### src/rtl/cnn_mem_pkg.sv
// Shared definitions for the image tile store.
//   state_t    : tile store control states
//   clog2      : ceiling log2, used for parameter checks
//   DATA_W_DEF : default pixel width
package cnn_mem_pkg;

   localparam int DATA_W_DEF = 16;

   typedef enum logic [1:0] {
      ST_CLEAR = 2'd0,
      ST_IDLE  = 2'd1,
      ST_LOAD  = 2'd2,
      ST_FULL  = 2'd3
   } state_t;

   function automatic int clog2(input int value);
      int r;
      r = 0;
      while ((1 << r) < value) r++;
      return r;
   endfunction

endpackage

### src/rtl/ram_image_bank_if.sv
// Stream-load and read bus of the image tile store.
//   s_valid/s_ready/s_data : pixel stream, one pixel per channel, channel c at [c*DATA_W +: DATA_W]
//   rd_en/raddr            : read request
//   rdata/rvalid           : registered read result, same packing as s_data
// master = producer/consumer side, slave = the tile store.
interface ram_image_bank_if #(
   parameter int NUM_CH = 1,
   parameter int ADDR_W = 4,
   parameter int DATA_W = cnn_mem_pkg::DATA_W_DEF
) ();

   logic                       s_valid;
   logic                       s_ready;
   logic [NUM_CH*DATA_W-1:0]   s_data;
   logic                       rd_en;
   logic [ADDR_W-1:0]          raddr;
   logic [NUM_CH*DATA_W-1:0]   rdata;
   logic                       rvalid;

   modport master (
      output s_valid, s_data, rd_en, raddr,
      input  s_ready, rdata, rvalid
   );

   modport slave (
      input  s_valid, s_data, rd_en, raddr,
      output s_ready, rdata, rvalid
   );

endinterface

### src/rtl/ram_bank_sp.sv
// One channel bank: DEPTH x DATA_W, single write port, registered read-first read port.
//   clk, rst_n : clock, synchronous active-low reset (read register only)
//   we/waddr/wdata : write port
//   re/raddr   : read request; rzero forces the result to zero (out-of-range address)
//   rdata      : read register, updated only on re, holds otherwise
module ram_bank_sp #(
   parameter int DEPTH  = 9,
   parameter int ADDR_W = 4,
   parameter int DATA_W = 16
) (
   input  logic              clk,
   input  logic              rst_n,
   input  logic              we,
   input  logic [ADDR_W-1:0] waddr,
   input  logic [DATA_W-1:0] wdata,
   input  logic              re,
   input  logic              rzero,
   input  logic [ADDR_W-1:0] raddr,
   output logic [DATA_W-1:0] rdata
);

   logic [DATA_W-1:0] mem [DEPTH];

   // Storage has no reset; the controller zeroes it with a clear sweep.
   always_ff @(posedge clk) begin
      if (we) mem[waddr] <= wdata;
   end

   // Non-blocking update gives read-first behaviour on a same-address write.
   always_ff @(posedge clk) begin
      if (!rst_n) begin
         rdata <= '0;
      end else if (re) begin
         rdata <= rzero ? '0 : mem[raddr];
      end
   end

endmodule

### src/rtl/ram_image_bank.sv
// Multi-channel image tile store: NUM_CH banks of DEPTH pixels, loaded through a
// valid/ready stream, zeroed by a hardware clear sweep, read through a registered port.
//   clk, rst_n            : clock, synchronous active-low reset
//   clr_start, load_start : command pulses (clear wins when both are high)
//   busy                  : clear sweep or load in progress
//   loaded                : a complete tile is present
//   bus                   : stream and read port (ram_image_bank_if.slave)
//
// state    | meaning
// ST_CLEAR | writing zero to wptr each cycle, DEPTH cycles, commands ignored
// ST_IDLE  | no valid tile, waiting for clear or load
// ST_LOAD  | accepting stream pixels at wptr, s_ready high
// ST_FULL  | tile complete, waiting for clear or reload
module ram_image_bank
   import cnn_mem_pkg::*;
#(
   parameter int NUM_CH = 1,
   parameter int DEPTH  = 9,
   parameter int ADDR_W = 4,
   parameter int DATA_W = DATA_W_DEF
) (
   input  logic clk,
   input  logic rst_n,
   input  logic clr_start,
   input  logic load_start,
   output logic busy,
   output logic loaded,
   ram_image_bank_if.slave bus
);

   if (clog2(DEPTH) > ADDR_W) begin : g_addr_chk
      $error("ram_image_bank: ADDR_W too narrow for DEPTH");
   end

   localparam logic [ADDR_W-1:0] LAST_ADDR = ADDR_W'(DEPTH - 1);

   state_t                   state_q, state_d;
   logic [ADDR_W-1:0]        wptr_q, wptr_d;
   logic                     wr_en, wr_zero, bank_we;
   logic                     rd_in_range;
   logic                     rvalid_q;
   logic [DATA_W-1:0]        bank_rdata [NUM_CH];
   logic [NUM_CH*DATA_W-1:0] rdata_pk;

   always_ff @(posedge clk) begin
      if (!rst_n) begin
         state_q  <= ST_CLEAR;
         wptr_q   <= '0;
         rvalid_q <= 1'b0;
      end else begin
         state_q  <= state_d;
         wptr_q   <= wptr_d;
         rvalid_q <= bus.rd_en;
      end
   end

   always_comb begin
      state_d = state_q;
      wptr_d  = wptr_q;
      wr_en   = 1'b0;
      wr_zero = 1'b0;
      case (state_q)
         ST_CLEAR: begin
            wr_en   = 1'b1;
            wr_zero = 1'b1;
            if (wptr_q == LAST_ADDR) begin
               wptr_d  = '0;
               state_d = ST_IDLE;
            end else begin
               wptr_d = wptr_q + 1'b1;
            end
         end
         ST_IDLE, ST_FULL: begin
            if (clr_start) begin
               state_d = ST_CLEAR;
               wptr_d  = '0;
            end else if (load_start) begin
               state_d = ST_LOAD;
               wptr_d  = '0;
            end
         end
         ST_LOAD: begin
            // An abort discards the partial tile; the pixel offered this cycle is not written.
            if (clr_start) begin
               state_d = ST_CLEAR;
               wptr_d  = '0;
            end else if (bus.s_valid) begin
               wr_en = 1'b1;
               if (wptr_q == LAST_ADDR) begin
                  wptr_d  = '0;
                  state_d = ST_FULL;
               end else begin
                  wptr_d = wptr_q + 1'b1;
               end
            end
         end
         default: state_d = ST_CLEAR;
      endcase
   end

   // No write may land on the edge where reset is sampled.
   assign bank_we     = wr_en && rst_n;
   assign rd_in_range = ({1'b0, bus.raddr} < (ADDR_W+1)'(DEPTH));

   for (genvar c = 0; c < NUM_CH; c++) begin : g_bank
      ram_bank_sp #(
         .DEPTH  (DEPTH),
         .ADDR_W (ADDR_W),
         .DATA_W (DATA_W)
      ) u_bank (
         .clk   (clk),
         .rst_n (rst_n),
         .we    (bank_we),
         .waddr (wptr_q),
         .wdata (wr_zero ? '0 : bus.s_data[c*DATA_W +: DATA_W]),
         .re    (bus.rd_en),
         .rzero (!rd_in_range),
         .raddr (bus.raddr),
         .rdata (bank_rdata[c])
      );
   end

   always_comb begin
      rdata_pk = '0;
      for (int c = 0; c < NUM_CH; c++) begin
         rdata_pk[c*DATA_W +: DATA_W] = bank_rdata[c];
      end
   end

   assign bus.rdata   = rdata_pk;
   assign bus.rvalid  = rvalid_q;
   assign bus.s_ready = (state_q == ST_LOAD);
   assign busy        = (state_q == ST_CLEAR) || (state_q == ST_LOAD);
   assign loaded      = (state_q == ST_FULL);

endmodule

### src/flat_wrapper.sv
// flat-port wrapper written by rule: the top's interface ports become plain ports
module ram_image_bank_flat import cnn_mem_pkg::*;
#(
   parameter int NUM_CH = 1,
   parameter int DEPTH  = 9,
   parameter int ADDR_W = 4,
   parameter int DATA_W = DATA_W_DEF
)
  (clk, rst_n, clr_start, load_start, busy, loaded, bus_s_valid, bus_s_data, bus_rd_en, bus_raddr, bus_s_ready, bus_rdata, bus_rvalid);
  ram_image_bank_if #(.NUM_CH(NUM_CH), .ADDR_W(ADDR_W), .DATA_W(DATA_W)) bus_i ();
  input  logic clk;
  input  logic rst_n;
  input  logic clr_start;
  input  logic load_start;
  output logic busy;
  output logic loaded;
  input wire logic [$bits(bus_i.s_valid)-1:0] bus_s_valid;
  input wire logic [$bits(bus_i.s_data)-1:0] bus_s_data;
  input wire logic [$bits(bus_i.rd_en)-1:0] bus_rd_en;
  input wire logic [$bits(bus_i.raddr)-1:0] bus_raddr;
  output wire logic [$bits(bus_i.s_ready)-1:0] bus_s_ready;
  output wire logic [$bits(bus_i.rdata)-1:0] bus_rdata;
  output wire logic [$bits(bus_i.rvalid)-1:0] bus_rvalid;
  assign bus_i.s_valid = bus_s_valid;
  assign bus_i.s_data = bus_s_data;
  assign bus_i.rd_en = bus_rd_en;
  assign bus_i.raddr = bus_raddr;
  assign bus_s_ready = bus_i.s_ready;
  assign bus_rdata = bus_i.rdata;
  assign bus_rvalid = bus_i.rvalid;
  ram_image_bank #(.NUM_CH(NUM_CH), .DEPTH(DEPTH), .ADDR_W(ADDR_W), .DATA_W(DATA_W)) u_core (.clk(clk), .rst_n(rst_n), .clr_start(clr_start), .load_start(load_start), .busy(busy), .loaded(loaded), .bus(bus_i));
endmodule
### config.mk
export PLATFORM = sky130hd
export DESIGN_NAME = ram_image_bank_flat
export DESIGN_NICKNAME = d
export VERILOG_FILES = /design/src/rtl/cnn_mem_pkg.sv /design/src/rtl/ram_image_bank_if.sv /design/src/rtl/ram_bank_sp.sv /design/src/rtl/ram_image_bank.sv /design/src/flat_wrapper.sv
export SDC_FILE = /design/constraint.sdc
export NUM_CORES = 1
export LEC_CHECK = 0
export BUFFER_PORTS_ARGS = -buffer_cell sky130_fd_sc_hd__buf_2
export CAP_MARGIN = 20
export CORE_UTILIZATION = 45
export CTS_BUF_LIST = sky130_fd_sc_hd__clkbuf_8
export DETAILED_ROUTE_END_ITERATION = 16
export GPL_ROUTABILITY_DRIVEN = 0
export HOLD_SLACK_MARGIN = 0.06
export PLACE_DENSITY = 0.6
export REMOVE_ABC_BUFFERS = 1
export SLEW_MARGIN = 20
export SYNTH_ARGS = -nofsm -noshare
export SYNTH_HDL_FRONTEND = slang
export SYNTH_SLANG_ARGS = --single-unit
### constraint.sdc
create_clock -name clk -period 3.5 [get_ports clk]
set_clock_uncertainty 0.1 [all_clocks]
set_input_delay 0.35 -clock clk [delete_from_list [all_inputs] [get_ports clk]]
set_output_delay 0.35 -clock clk [all_outputs]
set_load 0.01 [all_outputs]
# Word-level counts from Yosys, hierarchy flattened

Memory sizes are Yosys's and may differ from the RTL's.
Cells that the tools add are included.

Flip-flop bits (word level): 23
RAM bits: 144
Logic and storage cells: 42
Memories kept: 1

Memory list:

| memory                      | depth | width | read ports | clocked after Yosys merged registers in | wr ports | RTL line          | source |
|---|---|---|---|---|---|---|---|
| u_core.g_bank[0].u_bank.mem | 9     | 16    | 1          | 0                                       | 1        | ram_bank_sp.sv:22 | `logic [DATA_W-1:0] mem [DEPTH];` |

Add/sub/neg operators: 1
$lt $le $gt $ge: 1
Equal/unequal tests: 8
Muxes and demuxes: 21
Reductions and logical operators: 6

Operators by type and width:

| kind                                               | count |
|---|---|
| 2-to-1 mux 16 bit                                  | 2 |
| 2-to-1 mux 4 bit                                   | 5 |
| 2-to-1 mux 2 bit                                   | 6 |
| case mux 4 bit (3 select lines)                    | 1 |
| != test 3 bit (second input constant)              | 2 |
| case mux 2 bit (3 select lines)                    | 1 |
| 2-to-1 mux 1 bit                                   | 5 |
| adder 4 x 1 -> 4 bit (second input constant)       | 1 |
| == test 2 bit (second input constant)              | 2 |
| == test 4 bit (second input constant)              | 1 |
| less-than comparator 4 bit (second input constant) | 1 |
| AND reduction 4 bit                                | 1 |
| != test 3 x 2 -> 1 bit (second input constant)     | 1 |
| == test 2 x 1 -> 1 bit (second input constant)     | 1 |
| logical NOT 2 bit                                  | 1 |
| != test 2 x 1 -> 1 bit (second input constant)     | 1 |
| case mux 1 bit (2 select lines)                    | 1 |
| AND reduction 2 bit                                | 1 |
| OR reduction 2 bit                                 | 1 |
| logical AND 1 bit                                  | 1 |
| logical OR 1 bit                                   | 1 |

# Depth between registers and ports, before layout

Word-level depth: 6
Depth in mapped cells: 7

# Modules after synthesis

From an unflattened synthesis, not the netlist that was laid out.

Cells, all modules: 443
Area, all modules: 6775.2 sq um

Modules (own cells, without submodules):

| module         | instances | cells each | area an instance (sq um) | sequential area each (sq um) |
|---|---|---|---|---|
| ram_bank_sp    | 1         | 377        | 6262.3                   | 4644.5 |
| ram_image_bank | 1         | 66         | 513.0                    | 140.1 |

# Worst setup path before layout

OpenSTA, ideal clock, no wires.

Path kind: reg2reg
Start: register u_core.state_q[0]
End: memory u_core.g_bank[0].u_bank.mem[8][0] (enable)
Arrival: 1.464 ns
Path slack: 1.546 ns
Cell stages (with the launch flop): 5
Buffers on the path: 1
Cells stage by stage: dfxtp_1 > clkbuf_1 > inv_1 > o211ai_1 > nor2_1

Word-level cells in the longest chain between the ends: 5
Elaborated cells between the ends (all ways): 6
Classes of those cells: eq/ne (1); mux (3); reduce/logical (2)

RTL lines:

| item                                               | RTL line              | source |
|---|---|---|
| from (decl)                                        | ram_image_bank.sv:37  | `state_t state_q, state_d;` |
| from (signal assigned)                             | ram_image_bank.sv:51  | `state_q <= state_d;` |
| == test 2 bit or logical NOT 2 bit (tied branches) | ram_image_bank.sv:62  | `case (state_q)` |
| case mux 1 bit (2 select lines) (*)                | ram_image_bank.sv:62  |  |
| logical AND 1 bit (*)                              | ram_image_bank.sv:102 | `assign bank_we = wr_en && rst_n;` |
| 2-to-1 mux 1 bit (*)                               | ram_bank_sp.sv:26     | `if (we) mem[waddr] <= wdata;` |
| 2-to-1 mux 1 bit (not written as such) (*)         | ram_bank_sp.sv:26     |  |
| to (decl)                                          | ram_bank_sp.sv:22     |  |

Mark *: on every way between the ends. The rest lies on a longest branch, timed or not.

# Worst setup path in the final report

Start: input clr_start
End: memory u_core.g_bank[0].u_bank.mem[0][5] (enable)

Word-level cells in the longest chain between the ends: 5

RTL lines:

| item                                   | RTL line              | source |
|---|---|---|
| from (decl)                            | flat_wrapper.sv:13    | `input logic clr_start;` |
| 2-to-1 mux 1 bit                       | ram_image_bank.sv:84  | `if (clr_start) begin` |
| case mux 1 bit (2 select lines)        | ram_image_bank.sv:62  |  |
| logical AND 1 bit                      | ram_image_bank.sv:102 |  |
| 2-to-1 mux 1 bit                       | ram_bank_sp.sv:26     |  |
| 2-to-1 mux 1 bit (not written as such) | ram_bank_sp.sv:26     |  |

No other way between the ends.

==> run metrics <==
setup TNS=0 ps; compound-cell area share of the yosys netlist=5.24%; FF-to-FF End=u_core.g_bank[0].u_bank.mem[0][5]$_DFFE_PP_; Post-Synth XOR/XNOR Area=0%; pre-CTS WS=1150 ps; predominant post-synthesis flop cell=edfxtp_1; largest net degree at the start of global routing=22; M3 GR Usage=4.26%; Power Internal=0.00297 W; dpl hpwl=8690 um; number of DRC markers in iteration 0=297; Yosys warning total=0; fin nets=495; via count=3554; Fillers=1236; Hold-fix buffers, CTS=1; Hold Slack=157 ps; CP Class=input port to flip-flop; routed len/inst=20.2 um; flip-flop and latch count after synthesis=167; combinational power share=5.8%; CTS Buf Count=17; register area share after synthesis=71.5%; vias in the first global route=3553; first-pass GRT wire length=20100 um; post-synthesis async set-or-reset flop share=0%; clock sinks=167; Post-Synth Adder-Cell Area=0.748%; post-synth top area share=64.6%; Critical Path Max Stage Delay=780 ps; Mapped Cells=417; layout cell share with drive strength beyond 1=20.1%; register area=4780 sq um; Worst slew margin=40.9%; Crit Path Max Fanout=16; Hold Path Origin=load_start; io pins=46; sw power=0.000777 W; Switching Share=20.8%; Avg Inst Size Synth=16.0 sq um; Arrival @ worst endpoint=2430 ps; drt via density=5.37; Slew @ Worst Pin=886 ps; Top Usage Layer GRT=met2; Layout area overhead=11.1%; area of the multi-input gates=1740 sq um; final period utilization=70.2%; critical path endpoint category=flip-flop; P per Cell Area=503 nW/um^2; max-slew violations=0; final wirelength=13400 um; TritonCTS clock tree=done; Final ANT Viol Nets=0; drt first pass iters=4; Clk pwr share=35.4%; Clock Path Buffers=2; RSZ-0062 raised after global routing=false; R2R Setup Slk=1230 ps; Yosys cell types=36; static leakage=2.69 nW; area of the core=14500 sq um; row cnt=44; Fmax=407 MHz; Starting Density=46.0%; worst r2r src=u_core.state_q[0]$_SDFFE_PN0P_; Final Non-Filler Cells=662; maximum vdd drop=239 uV; Hold EP=u_core.state_q[1]$_SDFFE_PN0P_; Finish-stage setup viols=0; top cells by area, synth=edfxtp_1 (65%), dfxtp_1 (6.9%), mux4_2 (5.4%); mux cell area share after synthesis=10.5%; Crit-path slowest cell=and2_1; Overflow after GRT=0; CTS resizes=0; largest family of logic cells by synthesized area=multiplexers; die width=124 um; met2 Track Usage GR=28.8%; kind of start point of the critical path=input port; overall routing resource usage=18.9%; clk slew on worst S/H paths=70 ps; Final Core Density=51.2%; Flop pwr share=58.8%; cell taking the most area after synthesis=edfxtp_1; max-cap violations=0; port buffer count=45; diode count=0; met1 Usage GRT=26.9%; run status=finished, final reports clean; Hold WC Path Type=input port to flip-flop; hold path cells=3; worst-case reg-to-reg path depth=4; initial antenna violation count=0; DRC viols=0; fin crit period=2460 ps; final setup margin=1040 ps; Final Hold Fails=0; Post-Synth Simple-Gate Area=9.61%; Post-Syn Area=6690 sq um; Placed Instances=629; area of the die=15400 sq um; WP data required=3470 ps; cells along the critical path=dlygate4sd3_1, buf_2, nor2b_1, o211ai_1, nor3_1, and2_1; Post-synth EDFFs=144; post-CTS setup buffer count=0; chip height=124 um; clk_lat worst skew=440 ps; root buffer cell=clkbuf_8; # H-tree levels=4
[state kept, by name, summed over array words and instances (netlist names)]
| register | count |
|---|---|
| u_core.g_bank.u_bank.mem | 144 |
| u_core.wptr_q | 4 |
| u_core.state_q | 2 |
| u_core.bus.rvalid | 1 |
| u_core.g_bank.u_bank.rdata | 16 |
[kinds of logic (layout without fill, tap and decap cells)]
kind of cell,count (synthesis),count (layout)
AO/OA/AOI/OAI,52,52
adder cells (fa/ha/maj),4,4
buffers and inverters,27,88
flip-flops,167,167
multiplexers,50,50
AND/OR/NAND/NOR,117,117
[metal layers]
| layer | part of all wire, % | up-vias |
|---|---|---|
| met2 | 47 | 67 |
| met4 | 1.4 | 0 |
| met1 | 49 | 1793 |
| met5 | 0 | - |
| met3 | 3.1 | 15 |
| li1 | - | 1679 |
[cells in the final DEF (no fill, tap or decap), types with 5 or more instances in the layout]
| cell | instances |
|---|---|
| a21oi_1 | 10 |
| a22oi_1 | 14 |
| and2_1 | 10 |
| buf_2 | 45 |
| buf_4 | 5 |
| clkbuf_8 | 21 |
| dfxtp_1 | 23 |
| edfxtp_1 | 144 |
| inv_1 | 12 |
| mux2i_1 | 34 |
| mux4_2 | 16 |
| nand2_1 | 10 |
| nor2_1 | 32 |
| nor2b_1 | 32 |
| nor3_1 | 10 |
| nor3b_1 | 11 |
| o21ai_0 | 10 |
| o22ai_1 | 8 |
[synth_stat cells (2+ instances only)]
library cell    n
nor2b_1        32
and2_1         10
inv_1           5
o22ai_1         8
clkbuf_1        8
buf_4           4
buf_2           5
nand3b_1        2
mux2i_1        34
ha_1            4
a32o_1          2
buf_6           5
nor3_1         10
dfxtp_1        23
a22oi_1        14
edfxtp_1      144
nor2_1         32
nand2b_1        2
and3b_1         2
nand2_1        10
mux4_2         16
nor3b_1        11
a21oi_1        10
o21ai_0        10
and2b_1         3
[critical path, delay by kind of cell]
kind	cells	cell delay [ps]
AND/OR/NAND/NOR	3	1250
buffers and inverters	2	690
AO/OA/AOI/OAI	1	130
[cell type report]
class,count,area share [%]
Clock buffer,21,3.89
Clock inverter,11,1.28
Inverter,5,0.252
Multi-Input combinational cell,223,23.5
Sequential cell,167,64.4
Tap cell,184,3.10
Timing Repair Buffer,51,3.67
[per-stage QoR]
stage	area, sq um	total power, W
floorplan	6550	0.00237
global placement	7040	0.00246
detailed placement	7040	0.00247
CTS	7430	0.00377
global route	7430	0.00388
finish	7430	0.00374
[power groups by stage]
stage / Sequential, W / Clock, W / Combinational [W]
finish: 0.00220 / 0.00133 / 0.000215
global route: 0.00221 / 0.00143 / 0.000238
CTS: 0.00220 / 0.00135 / 0.000219
detailed placement: 0.00225 / 0 / 0.000218
global placement: 0.00225 / 0 / 0.000215
floorplan: 0.00225 / 0 / 0.000117
[worst max path at each step]
stage | to | from | cells past startpoint | slack [ps]
floorplan | u_core.g_bank[0].u_bank.mem[8][0]$_DFFE_PP_ | u_core.wptr_q[0]$_SDFFE_PN0P_ | 4 | 1610
global placement | u_core.g_bank[0].u_bank.mem[0][13]$_DFFE_PP_ | clr_start | 5 | 1210
detailed placement | u_core.g_bank[0].u_bank.mem[0][6]$_DFFE_PP_ | clr_start | 5 | 1150
CTS | u_core.g_bank[0].u_bank.mem[0][5]$_DFFE_PP_ | clr_start | 6 | 1090
global route | u_core.g_bank[0].u_bank.mem[0][5]$_DFFE_PP_ | clr_start | 6 | 890
finish | u_core.g_bank[0].u_bank.mem[0][5]$_DFFE_PP_ | clr_start | 6 | 1040
Note: power is estimated with default switching activity, not from simulation.
